File: src/rtl/pipe_hazard_ctrl_if.sv
`default_nettype none
//============================================================================
// Module   : pipe_hazard_ctrl_if
// Brief    : Signal bundle between the 5-stage pipeline datapath and the
//            central hazard controller. The datapath side is the master
//            (it reports pipeline-register contents and memory status),
//            and the controller is the slave (it returns the enables).
// Revision : 1.0 - initial release
//============================================================================
interface pipe_hazard_ctrl_if #(
    parameter int CNT_W = 16
);
    // Hazard sources reported by the datapath
    logic             idex_memread;
    logic [4:0]       idex_rt;
    logic [4:0]       ifid_rs;
    logic [4:0]       ifid_rt;
    logic             exmem_branch;
    logic             exmem_zflag;
    logic             exmem_jump;
    logic             exmem_memread;
    logic             exmem_memwrite;
    logic             mem_ready;

    // Pipeline control returned by the controller
    logic             pc_write;
    logic [1:0]       pc_sel;
    logic             ifid_write;
    logic             idex_write;
    logic             exmem_write;
    logic             ifid_flush;
    logic             idex_flush;
    logic             exmem_flush;
    logic             memwb_bubble;
    logic             mem_req;
    logic             mem_err;
    logic [CNT_W-1:0] stall_cnt;
    logic [CNT_W-1:0] flush_cnt;

    modport master (
        output idex_memread, idex_rt, ifid_rs, ifid_rt,
               exmem_branch, exmem_zflag, exmem_jump,
               exmem_memread, exmem_memwrite, mem_ready,
        input  pc_write, pc_sel, ifid_write, idex_write, exmem_write,
               ifid_flush, idex_flush, exmem_flush, memwb_bubble,
               mem_req, mem_err, stall_cnt, flush_cnt
    );

    modport slave (
        input  idex_memread, idex_rt, ifid_rs, ifid_rt,
               exmem_branch, exmem_zflag, exmem_jump,
               exmem_memread, exmem_memwrite, mem_ready,
        output pc_write, pc_sel, ifid_write, idex_write, exmem_write,
               ifid_flush, idex_flush, exmem_flush, memwb_bubble,
               mem_req, mem_err, stall_cnt, flush_cnt
    );
endinterface
`default_nettype wire

File: src/rtl/pipe_hazard_ctrl.sv
`default_nettype none
//============================================================================
// Module   : pipe_hazard_ctrl
// Brief    : Stall/flush sequencer for a 5-stage MIPS pipeline. Resolves
//            multi-cycle data-memory waits (with timeout), taken
//            branches/jumps from EX/MEM and load-use hazards, in that
//            priority, and keeps saturating stall/flush counters.
// Revision : 1.0 - initial release
//============================================================================
module pipe_hazard_ctrl #(
    parameter int MEM_TIMEOUT = 15,
    parameter int CNT_W       = 16
) (
    input  wire logic         clk,
    input  wire logic         rst,
    pipe_hazard_ctrl_if.slave bus
);
    // Wait counter only has to reach MEM_TIMEOUT-1
    localparam int                WAIT_W      = (MEM_TIMEOUT > 1) ? $clog2(MEM_TIMEOUT) : 1;
    localparam logic [WAIT_W-1:0] c_wait_last = WAIT_W'(MEM_TIMEOUT - 1);
    localparam logic [CNT_W-1:0]  c_cnt_max   = {CNT_W{1'b1}};

    typedef enum logic [1:0] {
        S_RUN     = 2'd0,
        S_MEMWAIT = 2'd1,
        S_ERR     = 2'd2
    } state_t;

    state_t            state_q, state_d;
    logic [WAIT_W-1:0] wait_q, wait_d;
    logic [CNT_W-1:0]  stall_q, flush_q;

    logic w_memacc;
    logic w_taken;
    logic w_loaduse;
    logic w_freeze;
    logic w_mem_req;
    logic w_resolve;
    logic w_do_flush;
    logic w_do_loaduse;
    logic w_stall_inc;
    logic w_flush_inc;

    assign w_memacc  = bus.exmem_memread | bus.exmem_memwrite;
    assign w_taken   = bus.exmem_jump | (bus.exmem_branch & bus.exmem_zflag);
    assign w_loaduse = bus.idex_memread && (bus.idex_rt != 5'd0) &&
                       ((bus.idex_rt == bus.ifid_rs) || (bus.idex_rt == bus.ifid_rt));

    // Memory-handshake sequencing: decides freeze, request and next state
    always_comb begin
        state_d   = state_q;
        wait_d    = wait_q;
        w_freeze  = 1'b0;
        w_mem_req = 1'b0;
        unique case (state_q)
            S_RUN: begin
                w_mem_req = w_memacc;
                if (w_memacc && !bus.mem_ready) begin
                    w_freeze = 1'b1;
                    state_d  = S_MEMWAIT;
                    wait_d   = '0;
                end
            end
            S_MEMWAIT: begin
                w_mem_req = 1'b1;
                if (!bus.mem_ready) begin
                    w_freeze = 1'b1;
                    if (wait_q == c_wait_last) begin
                        state_d = S_ERR;
                    end else begin
                        wait_d = wait_q + WAIT_W'(1);
                    end
                end else begin
                    state_d = S_RUN;
                end
            end
            S_ERR: begin
                state_d = S_ERR;
            end
            default: begin
                state_d = S_RUN;
            end
        endcase
    end

    // Control-transfer and load-use rules only act once memory is not stalling;
    // a taken transfer squashes the load-use stall of the same cycle.
    assign w_resolve    = (state_q != S_ERR) && !w_freeze;
    assign w_do_flush   = w_resolve && w_taken;
    assign w_do_loaduse = w_resolve && !w_taken && w_loaduse;
    assign w_stall_inc  = w_freeze || w_do_loaduse;
    assign w_flush_inc  = w_do_flush;

    // Pipeline enables, flushes and PC select for the current cycle
    always_comb begin
        bus.pc_write     = 1'b1;
        bus.pc_sel       = 2'b00;
        bus.ifid_write   = 1'b1;
        bus.idex_write   = 1'b1;
        bus.exmem_write  = 1'b1;
        bus.ifid_flush   = 1'b0;
        bus.idex_flush   = 1'b0;
        bus.exmem_flush  = 1'b0;
        bus.memwb_bubble = 1'b0;
        bus.mem_req      = 1'b0;
        bus.mem_err      = 1'b0;
        if (rst) begin
            bus.pc_write    = 1'b0;
            bus.ifid_write  = 1'b0;
            bus.idex_write  = 1'b0;
            bus.exmem_write = 1'b0;
        end else if (state_q == S_ERR) begin
            bus.pc_write     = 1'b0;
            bus.ifid_write   = 1'b0;
            bus.idex_write   = 1'b0;
            bus.exmem_write  = 1'b0;
            bus.memwb_bubble = 1'b1;
            bus.mem_err      = 1'b1;
        end else if (w_freeze) begin
            bus.pc_write     = 1'b0;
            bus.ifid_write   = 1'b0;
            bus.idex_write   = 1'b0;
            bus.exmem_write  = 1'b0;
            bus.memwb_bubble = 1'b1;
            bus.mem_req      = 1'b1;
        end else begin
            bus.mem_req = w_mem_req;
            if (w_do_flush) begin
                bus.pc_sel      = bus.exmem_jump ? 2'b10 : 2'b01;
                bus.ifid_flush  = 1'b1;
                bus.idex_flush  = 1'b1;
                bus.exmem_flush = 1'b1;
            end else if (w_do_loaduse) begin
                bus.pc_write   = 1'b0;
                bus.ifid_write = 1'b0;
                bus.idex_flush = 1'b1;
            end
        end
    end

    // State and wait counter
    always_ff @(posedge clk or posedge rst) begin
        if (rst) begin
            state_q <= S_RUN;
            wait_q  <= '0;
        end else begin
            state_q <= state_d;
            wait_q  <= wait_d;
        end
    end

    // Saturating performance counters
    always_ff @(posedge clk or posedge rst) begin
        if (rst) begin
            stall_q <= '0;
            flush_q <= '0;
        end else begin
            if (w_stall_inc && (stall_q != c_cnt_max)) begin
                stall_q <= stall_q + CNT_W'(1);
            end
            if (w_flush_inc && (flush_q != c_cnt_max)) begin
                flush_q <= flush_q + CNT_W'(1);
            end
        end
    end

    assign bus.stall_cnt = stall_q;
    assign bus.flush_cnt = flush_q;

endmodule
`default_nettype wire

File: src/flat_wrapper.sv
// flat-port wrapper written by rule: the top's interface ports become plain ports
module pipe_hazard_ctrl_flat 
#(
    parameter int MEM_TIMEOUT = 15,
    parameter int CNT_W       = 16
)
  (clk, rst, bus_idex_memread, bus_idex_rt, bus_ifid_rs, bus_ifid_rt, bus_exmem_branch, bus_exmem_zflag, bus_exmem_jump, bus_exmem_memread, bus_exmem_memwrite, bus_mem_ready, bus_pc_write, bus_pc_sel, bus_ifid_write, bus_idex_write, bus_exmem_write, bus_ifid_flush, bus_idex_flush, bus_exmem_flush, bus_memwb_bubble, bus_mem_req, bus_mem_err, bus_stall_cnt, bus_flush_cnt);
  pipe_hazard_ctrl_if #(.CNT_W(CNT_W)) bus_i ();
  input  wire logic clk;
  input  wire logic rst;
  input wire logic [$bits(bus_i.idex_memread)-1:0] bus_idex_memread;
  input wire logic [$bits(bus_i.idex_rt)-1:0] bus_idex_rt;
  input wire logic [$bits(bus_i.ifid_rs)-1:0] bus_ifid_rs;
  input wire logic [$bits(bus_i.ifid_rt)-1:0] bus_ifid_rt;
  input wire logic [$bits(bus_i.exmem_branch)-1:0] bus_exmem_branch;
  input wire logic [$bits(bus_i.exmem_zflag)-1:0] bus_exmem_zflag;
  input wire logic [$bits(bus_i.exmem_jump)-1:0] bus_exmem_jump;
  input wire logic [$bits(bus_i.exmem_memread)-1:0] bus_exmem_memread;
  input wire logic [$bits(bus_i.exmem_memwrite)-1:0] bus_exmem_memwrite;
  input wire logic [$bits(bus_i.mem_ready)-1:0] bus_mem_ready;
  output wire logic [$bits(bus_i.pc_write)-1:0] bus_pc_write;
  output wire logic [$bits(bus_i.pc_sel)-1:0] bus_pc_sel;
  output wire logic [$bits(bus_i.ifid_write)-1:0] bus_ifid_write;
  output wire logic [$bits(bus_i.idex_write)-1:0] bus_idex_write;
  output wire logic [$bits(bus_i.exmem_write)-1:0] bus_exmem_write;
  output wire logic [$bits(bus_i.ifid_flush)-1:0] bus_ifid_flush;
  output wire logic [$bits(bus_i.idex_flush)-1:0] bus_idex_flush;
  output wire logic [$bits(bus_i.exmem_flush)-1:0] bus_exmem_flush;
  output wire logic [$bits(bus_i.memwb_bubble)-1:0] bus_memwb_bubble;
  output wire logic [$bits(bus_i.mem_req)-1:0] bus_mem_req;
  output wire logic [$bits(bus_i.mem_err)-1:0] bus_mem_err;
  output wire logic [$bits(bus_i.stall_cnt)-1:0] bus_stall_cnt;
  output wire logic [$bits(bus_i.flush_cnt)-1:0] bus_flush_cnt;
  assign bus_i.idex_memread = bus_idex_memread;
  assign bus_i.idex_rt = bus_idex_rt;
  assign bus_i.ifid_rs = bus_ifid_rs;
  assign bus_i.ifid_rt = bus_ifid_rt;
  assign bus_i.exmem_branch = bus_exmem_branch;
  assign bus_i.exmem_zflag = bus_exmem_zflag;
  assign bus_i.exmem_jump = bus_exmem_jump;
  assign bus_i.exmem_memread = bus_exmem_memread;
  assign bus_i.exmem_memwrite = bus_exmem_memwrite;
  assign bus_i.mem_ready = bus_mem_ready;
  assign bus_pc_write = bus_i.pc_write;
  assign bus_pc_sel = bus_i.pc_sel;
  assign bus_ifid_write = bus_i.ifid_write;
  assign bus_idex_write = bus_i.idex_write;
  assign bus_exmem_write = bus_i.exmem_write;
  assign bus_ifid_flush = bus_i.ifid_flush;
  assign bus_idex_flush = bus_i.idex_flush;
  assign bus_exmem_flush = bus_i.exmem_flush;
  assign bus_memwb_bubble = bus_i.memwb_bubble;
  assign bus_mem_req = bus_i.mem_req;
  assign bus_mem_err = bus_i.mem_err;
  assign bus_stall_cnt = bus_i.stall_cnt;
  assign bus_flush_cnt = bus_i.flush_cnt;
  pipe_hazard_ctrl #(.MEM_TIMEOUT(MEM_TIMEOUT), .CNT_W(CNT_W)) u_core (.clk(clk), .rst(rst), .bus(bus_i));
endmodule
File: config.mk
export PLATFORM = sky130hd
export DESIGN_NAME = pipe_hazard_ctrl_flat
export DESIGN_NICKNAME = d
export VERILOG_FILES = /design/src/rtl/pipe_hazard_ctrl_if.sv /design/src/rtl/pipe_hazard_ctrl.sv /design/src/flat_wrapper.sv
export SDC_FILE = /design/constraint.sdc
export NUM_CORES = 1
export LEC_CHECK = 0
export ABC_AREA = 1
export BUFFER_PORTS_ARGS = -buffer_cell sky130_fd_sc_hd__buf_2
export CAP_MARGIN = 10
export CORE_AREA = 3 3 84 86
export DETAILED_ROUTE_END_ITERATION = 16
export DIE_AREA = 0 0 87 89
export PLACE_DENSITY = 0.66
export SLEW_MARGIN = 20
export SYNTH_ARGS = -nofsm -noshare
export SYNTH_HDL_FRONTEND = slang
export SYNTH_SLANG_ARGS = --single-unit
File: constraint.sdc
create_clock -name clk -period 1.6 [get_ports clk]
set_clock_uncertainty 0.05 [all_clocks]
set_input_delay 0.32 -clock clk [delete_from_list [all_inputs] [get_ports clk]]
set_output_delay 0.32 -clock clk [all_outputs]
set_load 0.005 [all_outputs]
### Word level (Yosys, flattened, before mapping)

Index checks and enable logic that the tools add are counted.

| storage, ports and cells | value |
|---|---|
| output and inout bits | 44 |
| bits of input ports | 24 |
| logic and storage cells | 83 |
| register bits after elaboration | 38 |

| cells by class | value |
|---|---|
| reduce and logical (&&, ||, !) cells | 19 |
| bitwise logic cells | 3 |
| mux-type cells | 42 |
| equal/unequal tests | 12 |
| $add $sub $neg | 3 |

Operators by type and width:

| operator | count |
|---|---|
| adder 16 x 1 -> 16 bit (second input constant) | 2 |
| != test 16 bit (second input constant) | 2 |
| 2-to-1 mux 1 bit | 27 |
| 2-to-1 mux 2 bit | 8 |
| 2-to-1 mux 4 bit | 3 |
| equality test 5 bit | 2 |
| logical AND 1 bit | 9 |
| case mux 4 bit (2 select lines) | 1 |
| != test 2 bit (second input constant) | 3 |
| case mux 2 bit (3 select lines) | 1 |
| nonzero test 5 bit | 1 |
| adder 4 x 1 -> 4 bit (second input constant) | 1 |
| equality test 4 bit (second input constant) | 1 |
| case mux 1 bit (2 select lines) | 2 |
| AND reduction 4 bit | 1 |
| logical NOT 1 bit | 3 |
| != test 3 x 2 -> 1 bit (second input constant) | 1 |
| equality test 2 x 1 -> 1 bit (second input constant) | 1 |
| equality test 2 bit (second input constant) | 1 |
| logical NOT 2 bit | 1 |
| logical OR 1 bit | 2 |
| != test 2 x 1 -> 1 bit (second input constant) | 1 |
| OR 1 bit | 2 |
| AND reduction 2 bit | 1 |
| other kinds (2) | 2 |

### Depth between registers and ports, before layout

Gate-level depths: netlist of the first run.

| logic depth | value |
|---|---|
| depth in word-level cells | 13 |
| mapped depth | 12 |
| gate-level depth less buffers | 11 |

### Least setup slack after synthesis of the first run

Ideal clock, no wire load.

| timing path | value |
|---|---|
| path kind | register -> register |
| start | register u_core.flush_q[0], in the netlist u_core.bus.flush_cnt[0] |
| end | register u_core.flush_q[10], in the netlist u_core.bus.flush_cnt[10] |
| period minus slack after synthesis | 1580 ps |
| required time | 1424 ps |
| cell stages (with the launch flop) | 8 |
| arrival | 1404 ps |
| buffers on the path | 0 |
| library setup time | 126 ps |
| setup slack | 20 ps |
| cell sequence | dfrtp_1 ha_1 nand2_1 nor3_4 nand3_2 o21ai_4 nor2_1 xor2_1 |

| on the way | value |
|---|---|
| cells in the longest elaborated chain, start to end | 2 |
| elaborated cells between the ends (all ways) | 3 |
| classes of those cells | add/sub: 1; eq/ne: 1; reduce/logical: 1 |

RTL lines:

| item | RTL line | text |
|---|---|---|
| start, declared | pipe_hazard_ctrl.sv:31 | `logic [CNT_W-1:0] stall_q, flush_q;` |
| start signal, assigned | pipe_hazard_ctrl.sv:162 | `flush_q <= flush_q + CNT_W'(1);` |
| parallel branches: the longest is 2 deep, another holds adder 16 x 1 -> 16 bit | - |  |

Parallel ways; which one is timed is not known.
A chain may end at the register's enable or synchronous reset.

### Final worst setup path of the first run

| timing path | value |
|---|---|
| start | register u_core.state_q[1] |
| end | output bus_idex_flush |

| on the way | value |
|---|---|
| cells in the longest elaborated chain, start to end | 11 |
| elaborated cells between the ends (all ways) | 15 |
| classes of those cells | eq/ne: 3; mux: 6; reduce/logical: 6 |

RTL lines:

| item | RTL line | text |
|---|---|---|
| start, declared | pipe_hazard_ctrl.sv:29 | `state_t state_q, state_d;` |
| start signal, assigned | pipe_hazard_ctrl.sv:147 | `state_q <= state_d;` |
| equality test 2 x 1 -> 1 bit or logical NOT 2 bit (tied branches) | pipe_hazard_ctrl.sv:55 | `unique case (state_q)` |
| case mux 1 bit (2 select lines) | pipe_hazard_ctrl.sv:55 |  |
| logical NOT 1 bit | pipe_hazard_ctrl.sv:88 | `assign w_resolve = (state_q != S_ERR) && !w_freeze;` |
| logical AND 1 bit | pipe_hazard_ctrl.sv:88 |  |
| logical AND 1 bit (2 in a row) | pipe_hazard_ctrl.sv:90 | `assign w_do_loaduse = w_resolve && !w_taken && w_loaduse;` |
| 2-to-1 mux 1 bit | pipe_hazard_ctrl.sv:133 | `end else if (w_do_loaduse) begin` |
| 2-to-1 mux 1 bit | pipe_hazard_ctrl.sv:128 | `if (w_do_flush) begin` |
| 2-to-1 mux 1 bit | pipe_hazard_ctrl.sv:119 | `end else if (w_freeze) begin` |
| 2-to-1 mux 1 bit * | pipe_hazard_ctrl.sv:112 | `end else if (state_q == S_ERR) begin` |
| 2-to-1 mux 1 bit * | pipe_hazard_ctrl.sv:107 | `if (rst) begin` |
| end, declared | flat_wrapper.sv:27 | `output wire logic [$bits(bus_i.idex_flush)-1:0] bus_idex_flush;` |

Mark *: on every way between the ends. The rest lies on a longest branch, timed or not.

==> flow_summary.toml, run 1 <==
[cells_and_area]
fin_nets = 491
drive_gt1_share_pct = 40.0
fin_area_um2 = 3730
final_util_pct = 58.7
antenna_cells = 0
area_growth_pct = 43.1

[global_routing]
grt_overflow = 0
grt_max_degree = 37
grt_pass1_wl_um = 11100
antenna_found_initial = 0
grt_util_all_layers_pct = 17.9
grt_pass1_vias = 2520

[floorplanning]
dieWidth_um = 87
core_um2 = 6350
start_util_pct = 41.0
die_area_um2 = 7740
ios = 68
dieHeight_um = 89
fp-row-count = 29

[timing]
maxSlewHeadroom_pct = 76.3
slew_violations = 0
setup_slack_ps = -265
worstMarginPinSlew_ps = 353
hold_violations = 0
finalCriticalPeriod_ps = 1870
fmax_mhz = 536
rsz0062_at_grt = "yes"
timing.hold.ws_ps = 464
tns_ps = -5680
fin_crit_sh_pct = 117
finalSetupViolations = 33

[outcome]
outcome = "finished with violations"
violations = "setup timing"

[pwr]
p_leak_nw = 2.03
p_per_area_nw_per_um2 = 461
peakVddDrop_v = 0.000362
total_power_mw = 1.72

[setup_path]
worstPathArrival_ps = 1500
crit_path_end_kind = "primary output"
critical_path.slowest_cell = "dfrtp_1"
critPathMaxStageDelay_ps = 400
r2r_start = "u_core.state_q[0]"
critPathRequiredTime_ps = 1230
cp_max_fo = 4
r2r_cells = 12
rr_endpoint = "u_core.bus.stall_cnt[2]"
crit_chain = "inv_2, nor2_2, inv_2, nand3_4, nor2_4, nand3_4, a21oi_2, buf_2"
start_kind = "register"
timing.critical_path.max_delay_family = "flip-flops"
worst-path-buf-inv = 3
r2r_slack_ps = -190
worstSetupPathType = "reg -> out"

[synth]
synthFlopType = "dfrtp_1"
ys_ff_latch = 38
synth_edf_count = 0
syn-num-nets = 373
synth_warnings = 0
netlist_top_cells_count = "nand2_1, inv_1, dfrtp_1"
ys_types = 34
synth_area_leaders = "dfrtp_1, nand2_1, inv_1, xor2_1, nand3_1"
syn_area_per_cell_um2 = 7.55
seq_area_frac_synth_pct = 36.5
yosysTopAreaCell = "dfrtp_1"
synth-adder-area-share_pct = 1.92
yosysMostFrequentCell = "nand2_1"
muxShareOfSynthArea_pct = 0
synth_cells = 345
yosys.area_share.xor_xnor_pct = 8.74
synth_compound_area_share_pct = 3.70
syn_area_um2 = 2600
synth_top_family_by_area = "simple AND/OR/NAND/NOR gates"
netlist.area_leader.share_pct = 36.5
ys_async_sr_fraction_pct = 100
yosys.area_share.simple_pct = 38.9

[routing]
drc_errors = 0
wl_um = 6780
drt-vias-per-instance = 4.77
firstDrtPassIters = 4
ant_nets = 0
wire_per_inst_um = 12.5
dr.first_iter.drc_count = 71
vias = 2576

[worst_hold_path]
min-delay-path-class = "reg -> reg"
hold_path_end = "u_core.bus.stall_cnt[15]"
whs_path_depth = 2
worstHoldStart = "u_core.bus.stall_cnt[15]"

[clock_tree]
cts_buffers = 5
path_clk_slew_ps = 70
cts_tree = "done"
ctsRootBufferMaster = "clkbuf_8"
clk_latency_ps = 290
cts_max_path_buffers = 2
cts.sinks = 38
h-tree-depth = 2

[placed_design]
gp_congestion = 0.826
hpwl_um = 4860
numPortBuffers = 67
placed_area_um2 = 3270

[flow_run]
cap_violations = 0
==> how the worst max path moves through the flow <==
| stage | from | endpoint | slack, ps | depth (start not counted) |
|---|---|---|---|---|
| 6_report | u_core.state_q[1] | bus_idex_flush | -270 | 8 |
| 5_1_grt | u_core.state_q[1] | bus_idex_flush | -370 | 8 |
| 4_1_cts | u_core.state_q[0] | bus_idex_flush | -290 | 7 |
| 3_5_place_dp | bus_exmem_memread | u_core.bus.stall_cnt[3] | -120 | 11 |
| 3_3_place_gp | u_core.bus.stall_cnt[1] | u_core.bus.stall_cnt[15] | -40 | 7 |
| 2_1_floorplan | u_core.bus.flush_cnt[0] | u_core.bus.flush_cnt[10] | 20 | 7 |
==> layer usage <==
metal / global-route usage (%) / up-vias / wire (um)
li1: - / 1312 / -
met1: 22.8 / 1179 / 2890
met5: 0 / - / 0
met4: 6.80 / 0 / 131
met3: 3.32 / 14 / 433
met2: 30.0 / 71 / 3320
==> worst register-to-register path: cells and delay by family (launching register included) <==
family	cells	cell delay, ps
flops	1	440
buf+inv	4	480
simple gates	8	710
==> layout by cell type, fill, tap and decap left out, drive strengths merged <==
cell type	netlist	final
a21oi	6	6
and3	1	1
buf	7	117
clkbuf	1	5
clkinv	0	2
dfrtp	38	38
dlygate4sd3	0	1
ha	4	4
inv	55	55
nand2	99	100
nand3	36	36
nand3b	2	2
nand4	7	7
nor2	39	39
nor3	14	14
o21ai	9	9
o22ai	1	1
xnor2	6	6
xor2	20	20
==> area by class of cell <==
class / count / area (um2)
Clock buffer: 5 / 68.8
Sequential cell: 38 / 952
Inverter: 55 / 209
Fill cell: 550 / 2620
Multi-Input combinational cell: 245 / 1540
Tap cell: 77 / 96.3
Timing Repair Buffer: 118 / 853
Clock inverter: 2 / 10.0
==> power by group <==
part | leakage [nW] | internal (mW) | total (mW) | switching (mW)
Clock | 0.0438 | 0.293 | 0.640 | 0.347
Sequential | 0.482 | 0.960 | 0.960 | 0
Combinational | 1.51 | 0.0497 | 0.120 | 0.0706
==> flip-flops by register name (all words and copies together) (netlist names) <==
name,count
u_core.bus.stall_cnt,16
u_core.state_q,2
u_core.bus.flush_cnt,16
u_core.wait_q,4
==> cell families after synthesis <==
group | Yosys count
XOR/XNOR | 26
AND/OR/NAND/NOR | 198
adder cells (fa/ha/maj) | 4
buffers and inverters | 63
AO/OA/AOI/OAI | 16
flip-flops | 38
==> what timing repair did <==
item,in CTS,in global routing
hold buffers,1,0
gates resized for setup,19,26
cloned,3,0
endpoints found under the hold margin,2,0
setup endpoints to repair,32,44
buffers inserted,10,3
pin swaps,3,8
==> through the flow <==
| stage | worst slack [ps] | instances |
|---|---|---|
| 2_1_floorplan | 19.9 | 345 |
| 3_3_place_gp | -39.7 | 517 |
| 3_5_place_dp | -118 | 517 |
| 4_1_cts | -286 | 538 |
| 5_1_grt | -368 | 540 |
| 6_report | -265 | 540 |
(Power assumes the default switching activity.)
==> run 2, diff against run 1 <==
BUFFER_PORTS_ARGS = default   (was -buffer_cell sky130_fd_sc_hd__buf_2)
CORE_AREA = 3 3 75 77   (was 3 3 84 86)
DIE_AREA = 0 0 78 80   (was 0 0 87 89)
DONT_BUFFER_PORTS = 1   (was default)
PLACE_DENSITY = 0.69   (was 0.66)
clock period = 1.7 ns   (was 1.6 ns; I/O delays follow)
==> flow_summary.toml, run 2 (synthesis gave the netlist of run 1 again) <==
[pwr]
p_leak_nw = 1.63
power.switching_mw = 0.376
internal-power_mw = 1.26
pwr-share-clk_pct = 40.2
p_per_area_nw_per_um2 = 513
p_comb_share_pct = 4.5
total_power_mw = 1.63
swShare_pct = 23.1
seq_power_share_pct = 55.3
peakVddDrop_v = 0.000323

[cells_and_area]
nFillCells = 488
final_cell_mix = "nand2_1, inv_1, dfrtp_1"
drive_gt1_share_pct = 25.9
multi_input_area_um2 = 1490
fin_nets = 413
antenna_cells = 0
seqCellArea_um2 = 951
final_common_cell = "nand2_1"
fin_area_um2 = 3180
area_growth_pct = 22.2

[timing]
fin_crit_sh_pct = 104
worstMarginPinSlew_ps = 320
fmax_mhz = 563
tns_ps = -215
hold_violations = 0
maxSlewHeadroom_pct = 78.5
finalCriticalPeriod_ps = 1770
timing.hold.ws_ps = 419
slew_violations = 0
setup_slack_ps = -74.8
finalSetupViolations = 4
rsz0062_at_grt = "yes"

[setup_path]
worstPathArrival_ps = 1380
critPathRequiredTime_ps = 1310
worstSetupPathType = "reg -> out"
cp_max_fo = 4
start_kind = "register"
crit_path_end_kind = "primary output"

[placed_design]
placed_area_um2 = 2850
gp_congestion = 0.859
hpwl_um = 4290
dp_slack_ps = 16.8
numPortBuffers = 0

[floorplanning]
core_um2 = 5070
start_util_pct = 51.3
fp-row-count = 26
die_area_um2 = 6240
dieHeight_um = 80
ios = 68
dieWidth_um = 78

[global_routing]
grt_util_all_layers_pct = 18.7
grt_pass1_wl_um = 9490
grt_overflow = 0
grt_max_degree = 21
antenna_found_initial = 0
grt_pass1_vias = 2229

[routing]
wl_um = 5750
dr.first_iter.drc_count = 82
drt-vias-per-instance = 4.97
drc_errors = 0
wire_per_inst_um = 12.6
ant_nets = 0
vias = 2267
firstDrtPassIters = 4

[outcome]
outcome = "finished with violations"
violations = "setup timing"

[clock_tree]
h-tree-depth = 2
clk_latency_ps = 290
cts_max_path_buffers = 2
cts_buffers = 5
cts_tree = "done"
path_clk_slew_ps = 70
ctsRootBufferMaster = "clkbuf_8"
cts.sinks = 38

[flow_run]
cap_violations = 0

[worst_hold_path]
min-delay-path-class = "in -> reg"
run 2: cell count changes in the layout (fill, tap and decap cells not counted), sizes merged:
cell | before | now
clkbuf | 5 | 7
buf | 117 | 38
clkinv | 2 | 1
nand2 | 100 | 99
nor2 | 39 | 40
clkinvlp | 0 | 1
run 2: worst paths after layout:
path | from | to | slack, ps | depth (start not counted)
max reg2reg | u_core.bus.flush_cnt[0] | u_core.bus.flush_cnt[15] | 0 | 8
min reg2reg | u_core.wait_q[0] | u_core.wait_q[0] | 480 | 1
min in group asynchronous | rst | u_core.bus.stall_cnt[8] | 470 | 3
max | u_core.state_q[1] | bus_idex_flush | -70 | 7
min | bus_mem_ready | u_core.state_q[1] | 420 | 4
max in group asynchronous | rst | u_core.bus.flush_cnt[15] | 880 | 3
run 2: worst max-delay path, stage by stage (launching register included):
cell     delay (ps)
dfrtp_1         400
inv_2            90
nor2_2           40
inv_2            70
nand3_4         130
nor2_4          130
nand3_4          80
a21oi_2         160
run 2: timing repair:
item | 4_1_cts | 5_1_grt
resized for setup | 11 | 20
buffers inserted | 6 | 5
pin swaps | 7 | 10
hold endpoints to repair | 38 | 0
hold buffers | 1 | 0
setup endpoints to repair | 10 | 37
gates cloned | 0 | 2
run 2: area by class of cell:
class,instances,area share (%)
clock buffers,6,2.59
clock inverters,2,0.393
inverters,55,6.64
multi-input cells,245,46.9
flip-flops and latches,38,29.9
well taps,70,2.75
repair buffers,40,10.8
run 2: layer usage:
layer	GRT usage, %	share of wire [%]	vias to the layer above
li1	-	-	1155
met1	21.7	42	1059
met2	33.4	51	49
met3	5.87	6.0	4
met4	4.72	0.80	0
met5	0	0	-
run 2: stage by stage:
stage	std cells	util (%)
floorplan	345	-
global placement	434	56.2
detailed placement	434	56.2
CTS	449	59.8
global route	456	62.7
finish	456	62.7
run 2: power groups by stage:
stage               Clock (mW)  Combinational [mW]  Sequential [mW]
floorplan                    0              0.0567            0.921
global placement             0              0.0712            0.921
detailed placement           0              0.0720            0.921
CTS                      0.688              0.0750            0.903
global route             0.723              0.0853            0.903
finish                   0.656              0.0734            0.903
==> run 3, diff against run 2 <==
CELL_PAD_IN_SITES_DETAIL_PLACEMENT = 0   (was default)
CELL_PAD_IN_SITES_GLOBAL_PLACEMENT = 2   (was default)
CORE_AREA = 3 3 95 97   (was 3 3 75 77)
DIE_AREA = 0 0 98 100   (was 0 0 78 80)
PLACE_DENSITY = default   (was 0.69)
PLACE_DENSITY_LB_ADDON = 0.1   (was default)
==> flow_summary.toml, run 3 (synthesis gave the netlist of run 1 again) <==
[outcome]
outcome = "finished with violations"
violations = "setup timing"

[pwr]
peakVddDrop_v = 0.000267
p_leak_nw = 1.70
total_power_mw = 1.67
p_per_area_nw_per_um2 = 494

[placed_design]
numPortBuffers = 0
dp_slack_ps = 55.0
gp_congestion = 0.711
hpwl_um = 5150

[setup_path]
critPathMaxStageDelay_ps = 440
worstSetupPathType = "reg -> out"
critPathRequiredTime_ps = 1310
cp_max_fo = 4
worstPathArrival_ps = 1390
r2r_slack_ps = -40
critical_path.slowest_cell = "dfrtp_2"
startpoint = "u_core.state_q[0]"
crit_chain = "nor2_2, nand3_4, nand3_4, buf_6, nor2_4, buf_4"
r2r_cells = 13
cp_common_cell = "nand3_4"
crit_path_end_kind = "primary output"
rr_endpoint = "u_core.bus.stall_cnt[11]"
start_kind = "register"
r2r_start = "u_core.state_q[1]"

[worst_hold_path]
min-delay-path-class = "in -> async"

[routing]
dr.first_iter.drc_count = 51
vias = 2286
drc_errors = 0
ant_nets = 0
wl_um = 6940
firstDrtPassIters = 4
drt-vias-per-instance = 4.55
wire_per_inst_um = 13.8

[global_routing]
grt.met2_usage_pct = 24.8
grt_pass1_wl_um = 11400
use_met1_pct = 17.9
grt.met3_usage_pct = 3.96
antenna_found_initial = 0
grt_max_degree = 39
grt_busiest_layer = "met2"
grt_util_all_layers_pct = 14.4
grt_pass1_vias = 2348
grt_overflow = 0

[clock_tree]
ctsRootBufferMaster = "clkbuf_8"
cts_tree = "done"
cts.sinks = 38
cts_max_path_buffers = 2
h-tree-depth = 2
path_clk_slew_ps = 90
cts_buffers = 5
clk_latency_ps = 300

[cells_and_area]
final_cell_mix = "nand2_1, inv_1, buf_4"
area_growth_pct = 29.7
final_common_cell = "nand2_1"
antenna_cells = 0
fin_nets = 424
drive_gt1_share_pct = 31.5
final_util_pct = 41.1
nFillCells = 869

[floorplanning]
core_um2 = 8220
die_area_um2 = 9800
dieHeight_um = 100
ios = 68
fp-row-count = 33
start_util_pct = 31.7
dieWidth_um = 98

[timing]
finalSetupViolations = 13
rsz0062_at_grt = "yes"
setup_slack_ps = -84.1
worstMarginPinSlew_ps = 527
finalCriticalPeriod_ps = 1780
slew_violations = 0
hold_violations = 0
fmax_mhz = 561
timing.hold.ws_ps = 11.9
maxSlewHeadroom_pct = 64.9
fin_crit_sh_pct = 105

[flow_run]
cap_violations = 0
-- run 3: changes by cell type in the layout (fill, tap and decap cells not counted), moves of 2 or more --
| cell | delta |
|---|---|
| buf_4 | +6 |
| buf_6 | +6 |
| nand2_1 | -8 |
| nand2_2 | +8 |
| nor2_2 | -3 |
| nor2_4 | +3 |
| o21ai_0 | -2 |
| o21ai_2 | +3 |
-- run 3: per-layer routing --
layer | share of wire (%) | vias to the layer above | routed length, um
li1 | - | 1173 | -
met1 | 43 | 1063 | 3020
met2 | 50 | 44 | 3470
met3 | 5.4 | 6 | 373
met4 | 1.1 | 0 | 77
met5 | 0 | - | 0
-- run 3: final cells by class --
cell class	count	area [um2]	area share, %
well taps	105	131	3.89
repair buffers	50	417	12.3
clock inverters	2	12.5	0.370
multi-input cells	246	1570	46.5
clock buffers	6	82.6	2.44
inverters	55	211	6.26
flip-flops and latches	38	952	28.2
-- run 3: worst max path at each step --
stage	endpoint	slack, ps
final	bus_idex_write	-80
after global routing	u_core.bus.stall_cnt[8]	-190
after CTS	bus_idex_flush	-140
after detailed placement	u_core.bus.flush_cnt[0]	60
after global placement	u_core.bus.flush_cnt[10]	60
after floorplan	u_core.bus.flush_cnt[10]	120
-- run 3: where the power goes --
part / leakage (nW) / total, mW / internal [mW] / switching [mW]
clock network: 0.0472 / 0.696 / 0.327 / 0.369
logic: 1.17 / 0.0713 / 0.0241 / 0.0472
registers: 0.482 / 0.903 / 0.903 / 0
total: 1.70 / 1.67 / 1.25 / 0.416
-- run 3: worst max-delay path: cells and delay by family (launching register included) --
family	cells	cell delay, ps
and+or+nand+nor	4	400
DFF	1	440
buffers and inverters	2	250
-- run 3: metrics by stage --
step | setup TNS, ps | area (um2) | cells
floorplan | 0 | 2610 | 345
global placement | 0 | 2960 | 478
detailed placement | 0 | 2960 | 478
CTS | -1550 | 3150 | 493
global route | -4130 | 3380 | 502
finish | -677 | 3380 | 502
-- run 3: what timing repair did --
item                                    4_1_cts  5_1_grt
setup buffers                                 7        9
pin swaps                                     7       16
endpoints found under the setup margin       10       42
cloned                                        0        2
resized for setup                            12       46
hold buffers                                  0        0
